$ cat config.mk
export PLATFORM = sky130hd
export DESIGN_NAME = ysyx_24070016_fetch_seq
export DESIGN_NICKNAME = d
export VERILOG_FILES = /design/src/rtl/ysyx_24070016_fetch_seq_pkg.sv /design/src/rtl/ysyx_24070016_fetch_seq_RegAr.sv /design/src/rtl/ysyx_24070016_fetch_seq.sv
export SDC_FILE = /design/constraint.sdc
export NUM_CORES = 1
export LEC_CHECK = 0
export CAP_MARGIN = 10
export CORE_MARGIN = 4
export CORE_UTILIZATION = 45
export CTS_BUF_LIST = sky130_fd_sc_hd__clkbuf_8 sky130_fd_sc_hd__clkbuf_16
export DETAILED_ROUTE_END_ITERATION = 6
export PLACE_DENSITY = 0.73
export SETUP_SLACK_MARGIN = 0.05
export SYNTH_ARGS = -nofsm -noshare
export SYNTH_HDL_FRONTEND = slang
export SYNTH_SLANG_ARGS = --single-unit
$ cat constraint.sdc
create_clock -name clk -period 11.8 [get_ports clk]
set_input_delay 2.36 -clock clk [delete_from_list [all_inputs] [get_ports clk]]
set_output_delay 2.36 -clock clk [all_outputs]
set_load 0.02 [all_outputs]
$ cat src/rtl/ysyx_24070016_fetch_seq_pkg.sv
`default_nettype none
// ============================================================================
// Module  : ysyx_24070016_fetch_seq_pkg
// Purpose : Shared constants for the instruction-fetch sequencer: default
//           datapath width, default reset PC and the 2-bit FSM encodings.
// Ports   : none (package)
// Rev     : 1.0  initial release
// ============================================================================
package ysyx_24070016_fetch_seq_pkg;

  localparam int unsigned c_XLEN_DEF     = 32;
  localparam logic [31:0] c_RESET_PC_DEF = 32'h8000_0000;

  // Sequencer states
  localparam logic [1:0] c_ST_REQ  = 2'd0;  // request presented to memory
  localparam logic [1:0] c_ST_WAIT = 2'd1;  // request accepted, awaiting response
  localparam logic [1:0] c_ST_HOLD = 2'd2;  // instruction buffered for the IDU
  localparam logic [1:0] c_ST_HALT = 2'd3;  // stopped after EBREAK, until reset

endpackage
`default_nettype wire

$ cat src/rtl/ysyx_24070016_fetch_seq_RegAr.sv
`default_nettype none
// ============================================================================
// Module  : ysyx_24070016_RegAr
// Purpose : Register with asynchronous active-high reset and load enable.
// Ports   : clk  - clock
//           rst  - asynchronous reset, active-high (loads RESET_VAL)
//           i_en - load enable
//           i_d  - next value
//           o_q  - registered value
// Rev     : 1.0  initial release
// ============================================================================
module ysyx_24070016_RegAr #(
  parameter int unsigned       WIDTH     = 1,
  parameter logic [WIDTH-1:0]  RESET_VAL = '0
) (
  input  logic             clk,
  input  logic             rst,
  input  logic             i_en,
  input  logic [WIDTH-1:0] i_d,
  output logic [WIDTH-1:0] o_q
);

  logic [WIDTH-1:0] r_q;

  always_ff @(posedge clk or posedge rst) begin
    if (rst) begin
      r_q <= RESET_VAL;
    end else if (i_en) begin
      r_q <= i_d;
    end
  end

  assign o_q = r_q;

endmodule
`default_nettype wire

$ cat src/rtl/ysyx_24070016_fetch_seq.sv
`default_nettype none
// ============================================================================
// Module  : ysyx_24070016_fetch_seq
// Purpose : Multi-cycle instruction-fetch sequencer. Owns the PC, issues one
//           fetch at a time (valid/ready request, single-cycle valid
//           response) and holds the fetched word in a 1-entry buffer for the
//           IDU. Handles redirects, EBREAK halt and fetch-fault tagging.
// Ports   : clk, rst                  - clock, async active-high reset
//           req_valid/ready/addr      - fetch request channel
//           rsp_valid/data/err        - fetch response channel
//           inst_valid/ready          - buffer-to-IDU handshake
//           inst, inst_pc, inst_fault - buffered instruction, its PC, fault tag
//           redirect_valid/pc         - branch/jump target (word aligned here)
//           halt_req, halted          - EBREAK stop request / halted status
// Rev     : 1.0  initial release
// ============================================================================
module ysyx_24070016_fetch_seq
  import ysyx_24070016_fetch_seq_pkg::*;
#(
  parameter int unsigned      XLEN     = c_XLEN_DEF,
  parameter logic [XLEN-1:0]  RESET_PC = c_RESET_PC_DEF,
  parameter int unsigned      PC_STEP  = 4
) (
  input  logic            clk,
  input  logic            rst,
  output logic            req_valid,
  input  logic            req_ready,
  output logic [XLEN-1:0] req_addr,
  input  logic            rsp_valid,
  input  logic [XLEN-1:0] rsp_data,
  input  logic            rsp_err,
  output logic            inst_valid,
  input  logic            inst_ready,
  output logic [XLEN-1:0] inst,
  output logic [XLEN-1:0] inst_pc,
  output logic            inst_fault,
  input  logic            redirect_valid,
  input  logic [XLEN-1:0] redirect_pc,
  input  logic            halt_req,
  output logic            halted
);

  localparam logic [XLEN-1:0] c_pc_step    = XLEN'(PC_STEP);
  localparam logic [XLEN-1:0] c_align_mask = ~(XLEN'(3));

  // FSM and control flags
  logic [1:0] r_state;
  logic       r_stale;    // in-flight request belongs to a superseded path
  logic       r_hpend;    // halt seen while a response is still owed
  logic       r_started;  // keeps req_valid low in the first cycle out of reset

  logic [1:0] w_state_nx;
  logic       w_stale_nx;
  logic       w_hpend_nx;

  // Datapath register controls
  logic            w_pc_en;
  logic [XLEN-1:0] w_pc_d;
  logic [XLEN-1:0] r_pc;
  logic            w_addr_en;
  logic [XLEN-1:0] w_addr_d;
  logic [XLEN-1:0] r_addr;
  logic            w_buf_en;

  logic            w_accept;
  logic [XLEN-1:0] w_redir_pc;
  logic [XLEN-1:0] w_pc_inc;

  assign req_valid  = (r_state == c_ST_REQ) && r_started;
  assign w_accept   = req_valid && req_ready;
  assign w_redir_pc = redirect_pc & c_align_mask;
  assign w_pc_inc   = r_pc + c_pc_step;

  // The issued address lives in its own register so that a redirect while a
  // request is still unaccepted does not move req_addr under the memory; that
  // old request completes and its response is discarded via r_stale.
  always_comb begin
    w_state_nx = r_state;
    w_stale_nx = r_stale;
    w_hpend_nx = r_hpend;
    w_pc_en    = 1'b0;
    w_pc_d     = r_pc;
    w_addr_en  = 1'b0;
    w_addr_d   = r_pc;
    w_buf_en   = 1'b0;
    case (r_state)
      c_ST_REQ: begin
        if (halt_req) begin
          if (w_accept) begin
            // Request already gone: drain its response before halting.
            w_state_nx = c_ST_WAIT;
            w_hpend_nx = 1'b1;
          end else begin
            w_state_nx = c_ST_HALT;
          end
        end else begin
          if (redirect_valid) begin
            w_pc_en    = 1'b1;
            w_pc_d     = w_redir_pc;
            w_stale_nx = 1'b1;
          end
          if (w_accept) begin
            w_state_nx = c_ST_WAIT;
          end
        end
      end
      c_ST_WAIT: begin
        if (r_hpend || halt_req) begin
          if (rsp_valid) begin
            w_state_nx = c_ST_HALT;
          end else begin
            w_hpend_nx = 1'b1;
          end
        end else if (redirect_valid) begin
          w_pc_en = 1'b1;
          w_pc_d  = w_redir_pc;
          if (rsp_valid) begin
            // The arriving response is for the old path: drop it now.
            w_stale_nx = 1'b0;
            w_addr_en  = 1'b1;
            w_addr_d   = w_redir_pc;
            w_state_nx = c_ST_REQ;
          end else begin
            w_stale_nx = 1'b1;
          end
        end else if (rsp_valid) begin
          if (r_stale) begin
            w_stale_nx = 1'b0;
            w_addr_en  = 1'b1;
            w_addr_d   = r_pc;
            w_state_nx = c_ST_REQ;
          end else begin
            w_buf_en   = 1'b1;
            w_state_nx = c_ST_HOLD;
          end
        end
      end
      c_ST_HOLD: begin
        if (halt_req) begin
          w_state_nx = c_ST_HALT;
        end else if (redirect_valid) begin
          w_pc_en    = 1'b1;
          w_pc_d     = w_redir_pc;
          w_addr_en  = 1'b1;
          w_addr_d   = w_redir_pc;
          w_state_nx = c_ST_REQ;
        end else if (inst_ready) begin
          w_pc_en    = 1'b1;
          w_pc_d     = w_pc_inc;
          w_addr_en  = 1'b1;
          w_addr_d   = w_pc_inc;
          w_state_nx = c_ST_REQ;
        end
      end
      default: begin
        w_state_nx = c_ST_HALT;
      end
    endcase
  end

  always_ff @(posedge clk or posedge rst) begin
    if (rst) begin
      r_state   <= c_ST_REQ;
      r_stale   <= 1'b0;
      r_hpend   <= 1'b0;
      r_started <= 1'b0;
    end else begin
      r_state   <= w_state_nx;
      r_stale   <= w_stale_nx;
      r_hpend   <= w_hpend_nx;
      r_started <= 1'b1;
    end
  end

  ysyx_24070016_RegAr #(.WIDTH(XLEN), .RESET_VAL(RESET_PC)) u_pc (
    .clk(clk), .rst(rst), .i_en(w_pc_en), .i_d(w_pc_d), .o_q(r_pc)
  );

  ysyx_24070016_RegAr #(.WIDTH(XLEN), .RESET_VAL(RESET_PC)) u_addr (
    .clk(clk), .rst(rst), .i_en(w_addr_en), .i_d(w_addr_d), .o_q(r_addr)
  );

  ysyx_24070016_RegAr #(.WIDTH(XLEN), .RESET_VAL('0)) u_inst (
    .clk(clk), .rst(rst), .i_en(w_buf_en), .i_d(rsp_data), .o_q(inst)
  );

  ysyx_24070016_RegAr #(.WIDTH(XLEN), .RESET_VAL('0)) u_inst_pc (
    .clk(clk), .rst(rst), .i_en(w_buf_en), .i_d(r_pc), .o_q(inst_pc)
  );

  ysyx_24070016_RegAr #(.WIDTH(1), .RESET_VAL(1'b0)) u_inst_fault (
    .clk(clk), .rst(rst), .i_en(w_buf_en), .i_d(rsp_err), .o_q(inst_fault)
  );

  assign req_addr   = r_addr;
  assign inst_valid = (r_state == c_ST_HOLD);
  assign halted     = (r_state == c_ST_HALT);

endmodule
`default_nettype wire
======== Yosys cells after proc, flatten, opt, wreduce, memory -nomap -nowiden ========
Index checks and enable logic that the tools add are counted.
storage, ports and cells
  flip-flop bits (word level) ............. 134
  input bits .............................. 72
cells by class
  eq/ne operators ......................... 14
  multiplexer cells ....................... 54
  reduce and logical (&&, ||, !) cells .... 10
  add/subtract/negate cells ............... 1
operators by type and width
  kind                                                                    number
  32-bit 2-to-1 mux                                                       9
  32-bit one-hot mux with 3 select lines                                  1
  32-bit one-hot mux with 2 select lines                                  1
  32-bit by 3-bit adder with 32-bit output (second input constant)        1
  1-bit 2-to-1 mux                                                        26
  2-bit 2-to-1 mux                                                        12
  2-bit != test (second input constant)                                   8
  5-bit AND reduction                                                     2
  3-bit != test (second input constant)                                   2
  1-bit one-hot mux with 2 select lines                                   3
  2-bit one-hot mux with 3 select lines                                   1
  2-bit equality test (second input constant)                             2
  4-bit by 1-bit != test with 1-bit output (second input constant)        1
  4-bit AND reduction                                                     1
  1-bit one-hot mux with 3 select lines                                   1
  3-bit AND reduction                                                     1
  3-bit nonzero test                                                      1
  2-bit by 1-bit equality test with 1-bit output (second input constant)  1
  1-bit logical AND                                                       2
  2-bit logical NOT                                                       1
  2-bit nonzero test                                                      1
  1-bit logical OR                                                        1

======== Depth between registers and ports, before layout ========
Gate-level depths: netlist of run 1.
  depth in word-level cells ............... 6
  mapped depth ............................ 10

======== Cells and area by module ========
From an unflattened synthesis of run 1, not the netlist that was laid out.
unflattened totals
  cells, all modules ...................... 845
  area total of the unflattened synthesis .. 9083.7 um^2
modules (own cells, without submodules)
  module                               cells each  area an instance (um^2)  instances
  ysyx_24070016_fetch_seq              566         3642.2                   1
  ysyx_24070016_RegAr at u_addr ...    69          1350.0                   2
  ysyx_24070016_RegAr at u_inst ...    69          1348.8                   2
  ysyx_24070016_RegAr at u_inst_fault  3           43.8                     1

======== Worst setup path after synthesis of run 1 ========
OpenSTA, ideal clock, no wires.
  path type ............................... input to register
  start point ............................. in halt_req
  end point ............................... reg u_inst.r_q[10] (netlist: u_inst.o_q[10])
  data required time ...................... 11675 ps
  stages on the path ...................... 8
  arrival ................................. 3736 ps
  slack ................................... 7939 ps
  cells stage by stage .................... buf_6 -> inv_1 -> nand2_1 -> or3_1 -> clkbuf_1 -> buf_2 -> buf_2 -> mux2_2
on the way
  longest elaborated chain between the ends .. 3
ends and longest elaborated chain
  what                  line                                 RTL
  start, declared       ysyx_24070016_fetch_seq.sv:39        input logic halt_req,
  1-bit logical OR      ysyx_24070016_fetch_seq.sv:108       if (r_hpend || halt_req) begin
  1-bit 2-to-1 mux      ysyx_24070016_fetch_seq.sv:108
  1-bit 2-to-1 mux      ysyx_24070016_fetch_seq.sv:86        case (r_state)
  end signal, assigned  ysyx_24070016_fetch_seq_RegAr.sv:29  r_q <= i_d;
  end, declared         ysyx_24070016_fetch_seq_RegAr.sv:23  logic [WIDTH-1:0] r_q;
Every way passes these cells.
A chain may end at the register's enable or synchronous reset.

======== Worst setup path in the final report of run 1 ========
  start point ............................. in redirect_valid
  end point ............................... reg u_inst_pc.r_q[8] (netlist: u_inst_pc.o_q[8])
on the way
  longest elaborated chain between the ends .. 3
ends and longest elaborated chain
  what                  line                                 RTL
  start, declared       ysyx_24070016_fetch_seq.sv:37        input logic redirect_valid,
  1-bit 2-to-1 mux      ysyx_24070016_fetch_seq.sv:114       end else if (redirect_valid) begin
  1-bit 2-to-1 mux      ysyx_24070016_fetch_seq.sv:108
  1-bit 2-to-1 mux      ysyx_24070016_fetch_seq.sv:86
  end signal, assigned  ysyx_24070016_fetch_seq_RegAr.sv:29
  end, declared         ysyx_24070016_fetch_seq_RegAr.sv:23
Every way passes these cells.

==> results.sh, run 1 <==
export IMPL_fin_tns_setup_ns=0
export IMPL_crit_chain="clkdlybuf4s50_1 -> buf_4 -> clkinv_1 -> nand2_1 -> or3_2 -> buf_4 -> mux2_2"
export IMPL_slew_violations=0
export IMPL_fp_dieH_um=135
export IMPL_wl_per_cell_um=18.6
export IMPL_netlist_area_um2=7240
export IMPL_worst_hold_path_num_cells=2
export IMPL_layout_cells_non_filler=1091
export IMPL_critPathCaptureType="flip-flop"
export IMPL_synth_nets=802
export IMPL_p_clk_share_pct=27.1
export IMPL_hp_class="flip-flop to flip-flop"
export IMPL_synth_common_cells="dfrtp_1 (132), mux2_2 (90), nor2_1 (84)"
export IMPL_p_leak_nw=4.03
export IMPL_drtPass1Iterations=5
export IMPL_antenna_found_initial=1
export IMPL_worst_ep_arrival_time_ns=5.99
export IMPL_dp_hpwl_um=13400
export IMPL_hold_start="u_inst_pc.o_q[28]$_DFFE_PP0P_"
export IMPL_grt_ovfl_total=0
export IMPL_synth_warnings=0
export IMPL_status="finished clean"
export IMPL_synth_cell_types=71
export IMPL_fp_dieArea_um2=18200
export IMPL_reg2reg_depth=6
export IMPL_die_x_um=135
export IMPL_clock_skew_ns=0.00680
export IMPL_hold_end="u_inst_pc.o_q[28]$_DFFE_PP0P_"
export IMPL_synth_area_top_cells="dfrtp_1 (46%), mux2_2 (14%), a21oi_1 (5.3%)"
export IMPL_final_setup_viol_count=0
export IMPL_rsz0062_at_grt="false"
export IMPL_synth_avg_cell_area_um2=9.99
export IMPL_relSlewSlack_pct=23.3
export IMPL_gp_congestion=0.877
export IMPL_path_buf_inv=4
export IMPL_p_per_area_nw_per_um2=240
export IMPL_power_frac_seq_pct=33.4
export IMPL_cts_hold_fix_buffers=0
export IMPL_vias_per_cell=5.70
export IMPL_p_sw_share_pct=37.5
export IMPL_root_buffer="clkbuf_16"
export IMPL_yosys_area_top_type="dfrtp_1"
export IMPL_cts_repair_resized=0
export IMPL_yosysMostFrequentCell="dfrtp_1"
export IMPL_max_cap_violations=0
export IMPL_ant_nets=0
export IMPL_switchingPower_uw=863
export IMPL_synth_top_cell_area_share_pct=45.6
export IMPL_drc_errors=0
export IMPL_r2r_start="r_state[1]$_DFFE_PP0P_"
export IMPL_track_usage_pct=22.5
export IMPL_ys_seq_area_share_pct=46.3
export IMPL_cpPeakStageDelay_ns=0.70
export IMPL_htreeDepth=4
export IMPL_rrSetupSlack_ns=8.29
export IMPL_wl_um=20300
export IMPL_min_period_ns=5.68
export IMPL_start_util_pct=45.8
export IMPL_antenna_cells=0
export IMPL_syn_inst=725
export IMPL_async_reset_ff_share_pct=100
export IMPL_nNetsFinal=939
export IMPL_required_ns=12.10
export IMPL_p_int_mw=1.44
export IMPL_via_count=6221
export IMPL_critPathKind="input pin to flip-flop"
export IMPL_cts_tree="built"
export IMPL_dp_cells=1059
export IMPL_p_total_mw=2.31
export IMPL_final_layout_size_suffix_gt1_share_pct=18.1
export IMPL_ir_worst_vdd_mv=0.113
export IMPL_cp_max_fo=40
export IMPL_portBuffers=169
export IMPL_finalCritPeriodShare_pct=48.2
export IMPL_ys_seq_elements=134
export IMPL_row_count=46
export IMPL_crit_family="buffers and inverters"
export IMPL_grt_pass1_vias=6098
export IMPL_start_kind="input pin"
export IMPL_worstMarginPinSlew_ns=1.15
export IMPL_core_um2=15800
export IMPL_drtIter0Drc=461
export IMPL_clockBufferDepth=2
export IMPL_cpMostUsedCell="buf_4"
export IMPL_ys_flop_type="dfrtp_1"
export IMPL_grt_max_degree=73
export IMPL_clkLatencyLatePin_ns=0.42
export IMPL_synth_edf_count=0
export IMPL_grt_pass1_wl_um=32900
export IMPL_hold_violations=0
export IMPL_cts_sinks=134
export IMPL_numCtsBuffers=17
export IMPL_post_cts_buffers=0
export IMPL_area_delta_synth_final_pct=32.8
export IMPL_crit_slowest_cell="clkinv_1"
export IMPL_fmax_mhz=176
export IMPL_r2r_end="u_pc.o_q[19]$_DFFE_PP0P_"
export IMPL_p_comb_share_pct=39.5
export IMPL_path_clk_slew_ns=0.06
export IMPL_io_pins=172
-- layout make-up --
class / instances / area, um2
Fill cell: 1350 / 6200
Multi-Input combinational cell: 517 / 3480
Sequential cell: 134 / 3360
Timing Repair Buffer: 179 / 1770
Clock buffer: 18 / 439
Tap cell: 216 / 270
Clock inverter: 14 / 255
Inverter: 13 / 53.8
-- worst max-delay path by stage --
| stage | startpoint | endpoint | slack [ns] | cells past startpoint |
|---|---|---|---|---|
| floorplan | rst | r_hpend$_DFFE_PP0P_ | 5.86 | 1 |
| global placement | redirect_valid | u_inst.o_q[22]$_DFFE_PP0P_ | 5.79 | 7 |
| detailed placement | redirect_valid | u_inst.o_q[17]$_DFFE_PP0P_ | 5.75 | 7 |
| CTS | redirect_valid | u_inst_pc.o_q[2]$_DFFE_PP0P_ | 6.18 | 7 |
| global route | redirect_valid | u_inst_pc.o_q[7]$_DFFE_PP0P_ | 5.92 | 7 |
| finish | redirect_valid | u_inst_pc.o_q[8]$_DFFE_PP0P_ | 6.12 | 7 |
-- placed cells by master (no fill, tap or decap), types with 3 or more instances in the layout --
cell,netlist,routed
a211oi_1,4,4
a21oi_1,77,77
a22o_1,4,4
a311o_1,4,4
a311oi_1,3,3
a31oi_1,33,33
and2_1,5,5
and3_1,7,7
buf_4,7,10
bufinv_16,0,7
clkbuf_16,0,17
clkdlybuf4s50_1,0,169
clkinvlp_4,0,3
dfrtp_1,132,132
ha_1,5,4
inv_1,10,10
mux2_2,90,90
nand2_1,63,63
nand2b_1,3,3
nand3_1,10,10
nand4_1,4,4
nand4_4,3,3
nor2_1,84,83
nor2_2,2,3
nor3_1,5,5
nor4_1,4,4
nor4_2,3,3
o2111ai_1,3,3
o211ai_1,4,4
o21ai_0,26,26
o221ai_1,8,8
o22a_1,4,4
o22ai_1,4,4
o311ai_0,3,3
o31ai_1,6,6
or3_1,5,4
-- worst register-to-register path, stage by stage, from the launching register on --
cell and delay [ns]:
dfrtp_1 0.44, inv_1 0.12, ha_2 0.79, nor2_1 0.24, a211oi_4 0.94, buf_4 0.50, mux2_2 0.38
-- power groups by stage --
stage	Combinational, mW	Sequential [mW]	Clock (mW)
floorplan	0.535	0.821	0
global placement	0.892	0.767	0
detailed placement	0.906	0.773	0
CTS	0.914	0.767	0.639
global route	0.991	0.795	0.659
finish	0.910	0.770	0.626
-- metal layers --
metal | up-vias | part of all wire, % | global-route usage, %
met5 | - | 0.098 | 0
met4 | 2 | 1.3 | 6.90
met3 | 30 | 7.7 | 7.00
met2 | 245 | 47 | 35.3
met1 | 3015 | 44 | 30.0
li1 | 2929 | - | -
-- metrics by stage --
stage | setup WS (ns) | util (%) | hold slack, ns | cell area, um2
global route | 5.92 | 60.8 | 0.510 | 9620
finish | 6.12 | 60.8 | 0.478 | 9620
floorplan | 5.86 | - | 0.477 | 7240
global placement | 5.79 | 56.4 | 0.462 | 8930
CTS | 6.18 | 60.8 | 0.482 | 9620
detailed placement | 5.75 | 56.4 | 0.469 | 8930
-- cells by family after synthesis --
family / share of synthesized area (%)
buf+inv: 5.80
fa+ha+maj: 0.864
xor+xnor: 0.242
other cells: 0.0518
flops: 46.3
simple gates: 14.2
mux: 14.1
compound gates: 18.4
-- flip-flops by register name, summed over array words and instances (netlist names) --
signal            count
r_state               2
r_started             1
r_stale               1
u_addr.o_q           32
u_inst.o_q           32
u_inst_pc.o_q        32
u_inst_fault.o_q      1
u_pc.o_q             32
r_hpend               1
(Power assumes the default switching activity.)
==> run 2, diff against run 1 <==
- clock period: 11.8 -> 5.34 ns (I/O delays scaled with it)
==> run 2 against run 1 <==
Non-clock buffer count is 6 higher. First-iteration DRC count increased by 13%. Largest power group unchanged. Die area is the same. Final cell count increased by 0.55%. Clock power up 95%. Count of clock-buffer cells in the layout grew 3. Via count increased by 0.84%. Design area about the same. Sequential share of layout area about the same.
==> results.sh, run 2 (synthesis results as in run 1) <==
export IMPL_grt_max_degree=67
export IMPL_die_x_um=135
export IMPL_fin_area_um2=9610
export IMPL_fp_dieArea_um2=18200
export IMPL_numCtsBuffers=17
export IMPL_drtIter0Drc=520
export IMPL_cts_sinks=134
export IMPL_drtPass1Iterations=5
export IMPL_finalCritPeriodShare_pct=64.6
export IMPL_critPathCaptureType="flip-flop"
export IMPL_required_ns=5.64
export IMPL_hp_class="flip-flop to flip-flop"
export IMPL_status="finished clean"
export IMPL_busiest_layer="met2"
export IMPL_final_setup_viol_count=0
export IMPL_layout_cells_non_filler=1097
export IMPL_core_um2=15800
export IMPL_slew_violations=0
export IMPL_grt_ovfl_total=0
export IMPL_p_sw_share_pct=38.4
export IMPL_layout_commonest_cell="clkdlybuf4s50_1"
export IMPL_antenna_found_initial=1
export IMPL_gp_congestion=0.852
export IMPL_ant_nets=0
export IMPL_min_period_ns=3.45
export IMPL_clkLatencyLatePin_ns=0.42
export IMPL_p_leak_nw=4.05
export IMPL_cts_hold_fix_buffers=0
export IMPL_wl_um=20400
export IMPL_final_seq_area_um2=3360
export IMPL_p_clk_share_pct=24.6
export IMPL_multi_input_area_um2=3480
export IMPL_dp_cells=1065
export IMPL_clockBufferDepth=2
export IMPL_start_util_pct=45.8
export IMPL_cts_repair_resized=0
export IMPL_p_comb_share_pct=40.9
export IMPL_cp_max_fo=42
export IMPL_nNetsFinal=945
export IMPL_path_clk_slew_ns=0.06
export IMPL_rsz0062_at_grt="false"
export IMPL_antenna_cells=0
export IMPL_vias_per_cell=5.72
export IMPL_worst_ep_arrival_time_ns=3.75
export IMPL_utilization_pct=60.7
export IMPL_p_int_mw=3.04
export IMPL_post_cts_buffers=0
export IMPL_wl_per_cell_um=18.6
export IMPL_fmax_mhz=290
export IMPL_dpl_instance_area_um2=9000
export IMPL_root_buffer="clkbuf_16"
export IMPL_clock_skew_ns=0.00801
export IMPL_max_cap_violations=0
export IMPL_fp_dieH_um=135
export IMPL_relSlewSlack_pct=26.1
export IMPL_final_layout_size_suffix_gt1_share_pct=18.3
export IMPL_htreeDepth=4
export IMPL_grtUsageMet1_pct=30.3
export IMPL_ir_worst_vdd_mv=0.262
export IMPL_power_frac_seq_pct=34.5
export IMPL_critPathKind="input pin to flip-flop"
export IMPL_area_delta_synth_final_pct=32.7
export IMPL_fin_tns_setup_ns=0
export IMPL_grt_pass1_vias=6240
export IMPL_start_kind="input pin"
export IMPL_p_total_mw=4.94
export IMPL_via_count=6273
export IMPL_hold_violations=0
export IMPL_portBuffers=169
export IMPL_switchingPower_mw=1.90
export IMPL_grt_pass1_wl_um=33300
export IMPL_io_pins=172
export IMPL_use_met3_pct=6.30
export IMPL_worstMarginPinSlew_ns=1.11
export IMPL_final_cell_mix="clkdlybuf4s50_1 (169), dfrtp_1 (132), mux2_2 (90)"
export IMPL_p_per_area_nw_per_um2=513
export IMPL_cts_tree="built"
export IMPL_row_count=46
export IMPL_grt_use_met2_pct=37.1
export IMPL_track_usage_pct=22.9
export IMPL_drc_errors=0
export IMPL_fillCellCount=1377
export IMPL_dp_hpwl_um=13900
-- run 2: final timing paths --
path                                               startpoint                       endpoint  slack, ns  depth (start not counted)
worst max-delay path                                 halt_req   u_inst_pc.o_q[0]$_DFFE_PP0P_       1.89                          6
worst min-delay path            u_inst_pc.o_q[28]$_DFFE_PP0P_  u_inst_pc.o_q[28]$_DFFE_PP0P_       0.48                          2
worst max register to register         r_state[1]$_DFFE_PP0P_       u_pc.o_q[19]$_DFFE_PP0P_       2.23                          6
worst min register to register  u_inst_pc.o_q[28]$_DFFE_PP0P_  u_inst_pc.o_q[28]$_DFFE_PP0P_       0.48                          2
max in group asynchronous                                 rst   u_inst_pc.o_q[4]$_DFFE_PP0P_       3.21                          3
min in group asynchronous                                 rst     u_inst.o_q[11]$_DFFE_PP0P_       1.11                          2
-- run 2: power groups by stage --
stage	Combinational (mW)	Sequential [mW]	Clock [mW]
after global routing	2.21	1.75	1.29
after detailed placement	2.01	1.71	0
after CTS	2.02	1.70	1.24
final	2.02	1.70	1.22
after global placement	1.98	1.69	0
after floorplan	1.18	1.82	0
-- run 2: final cells by class --
class                           instances  area share [%]
Clock buffer                           21            5.00
Clock inverter                         11            1.41
Inverter                               13           0.560
Multi-Input combinational cell        517            36.2
Sequential cell                       134            34.9
Tap cell                              216            2.81
Timing Repair Buffer                  185            19.1
-- run 2: through the flow --
step	hold WS, ns	setup WS (ns)
2_1_floorplan	0.477	0.693
3_3_place_gp	0.463	1.50
3_5_place_dp	0.473	1.45
4_1_cts	0.487	1.90
5_1_grt	0.505	1.76
6_report	0.479	1.89
-- run 2: critical path, cell delays in order --
cell and delay, ns:
clkdlybuf4s50_1 0.92, inv_1 0.12, nand2_1 0.28, or3_2 0.63
buf_12 0.33, mux2_2 0.37
-- run 2: layer usage --
layer	vias to the layer above	part of all wire, %
met1	3046	43
met3	27	8.0
met4	2	1.3
met2	261	47
li1	2937	-
met5	-	0.059
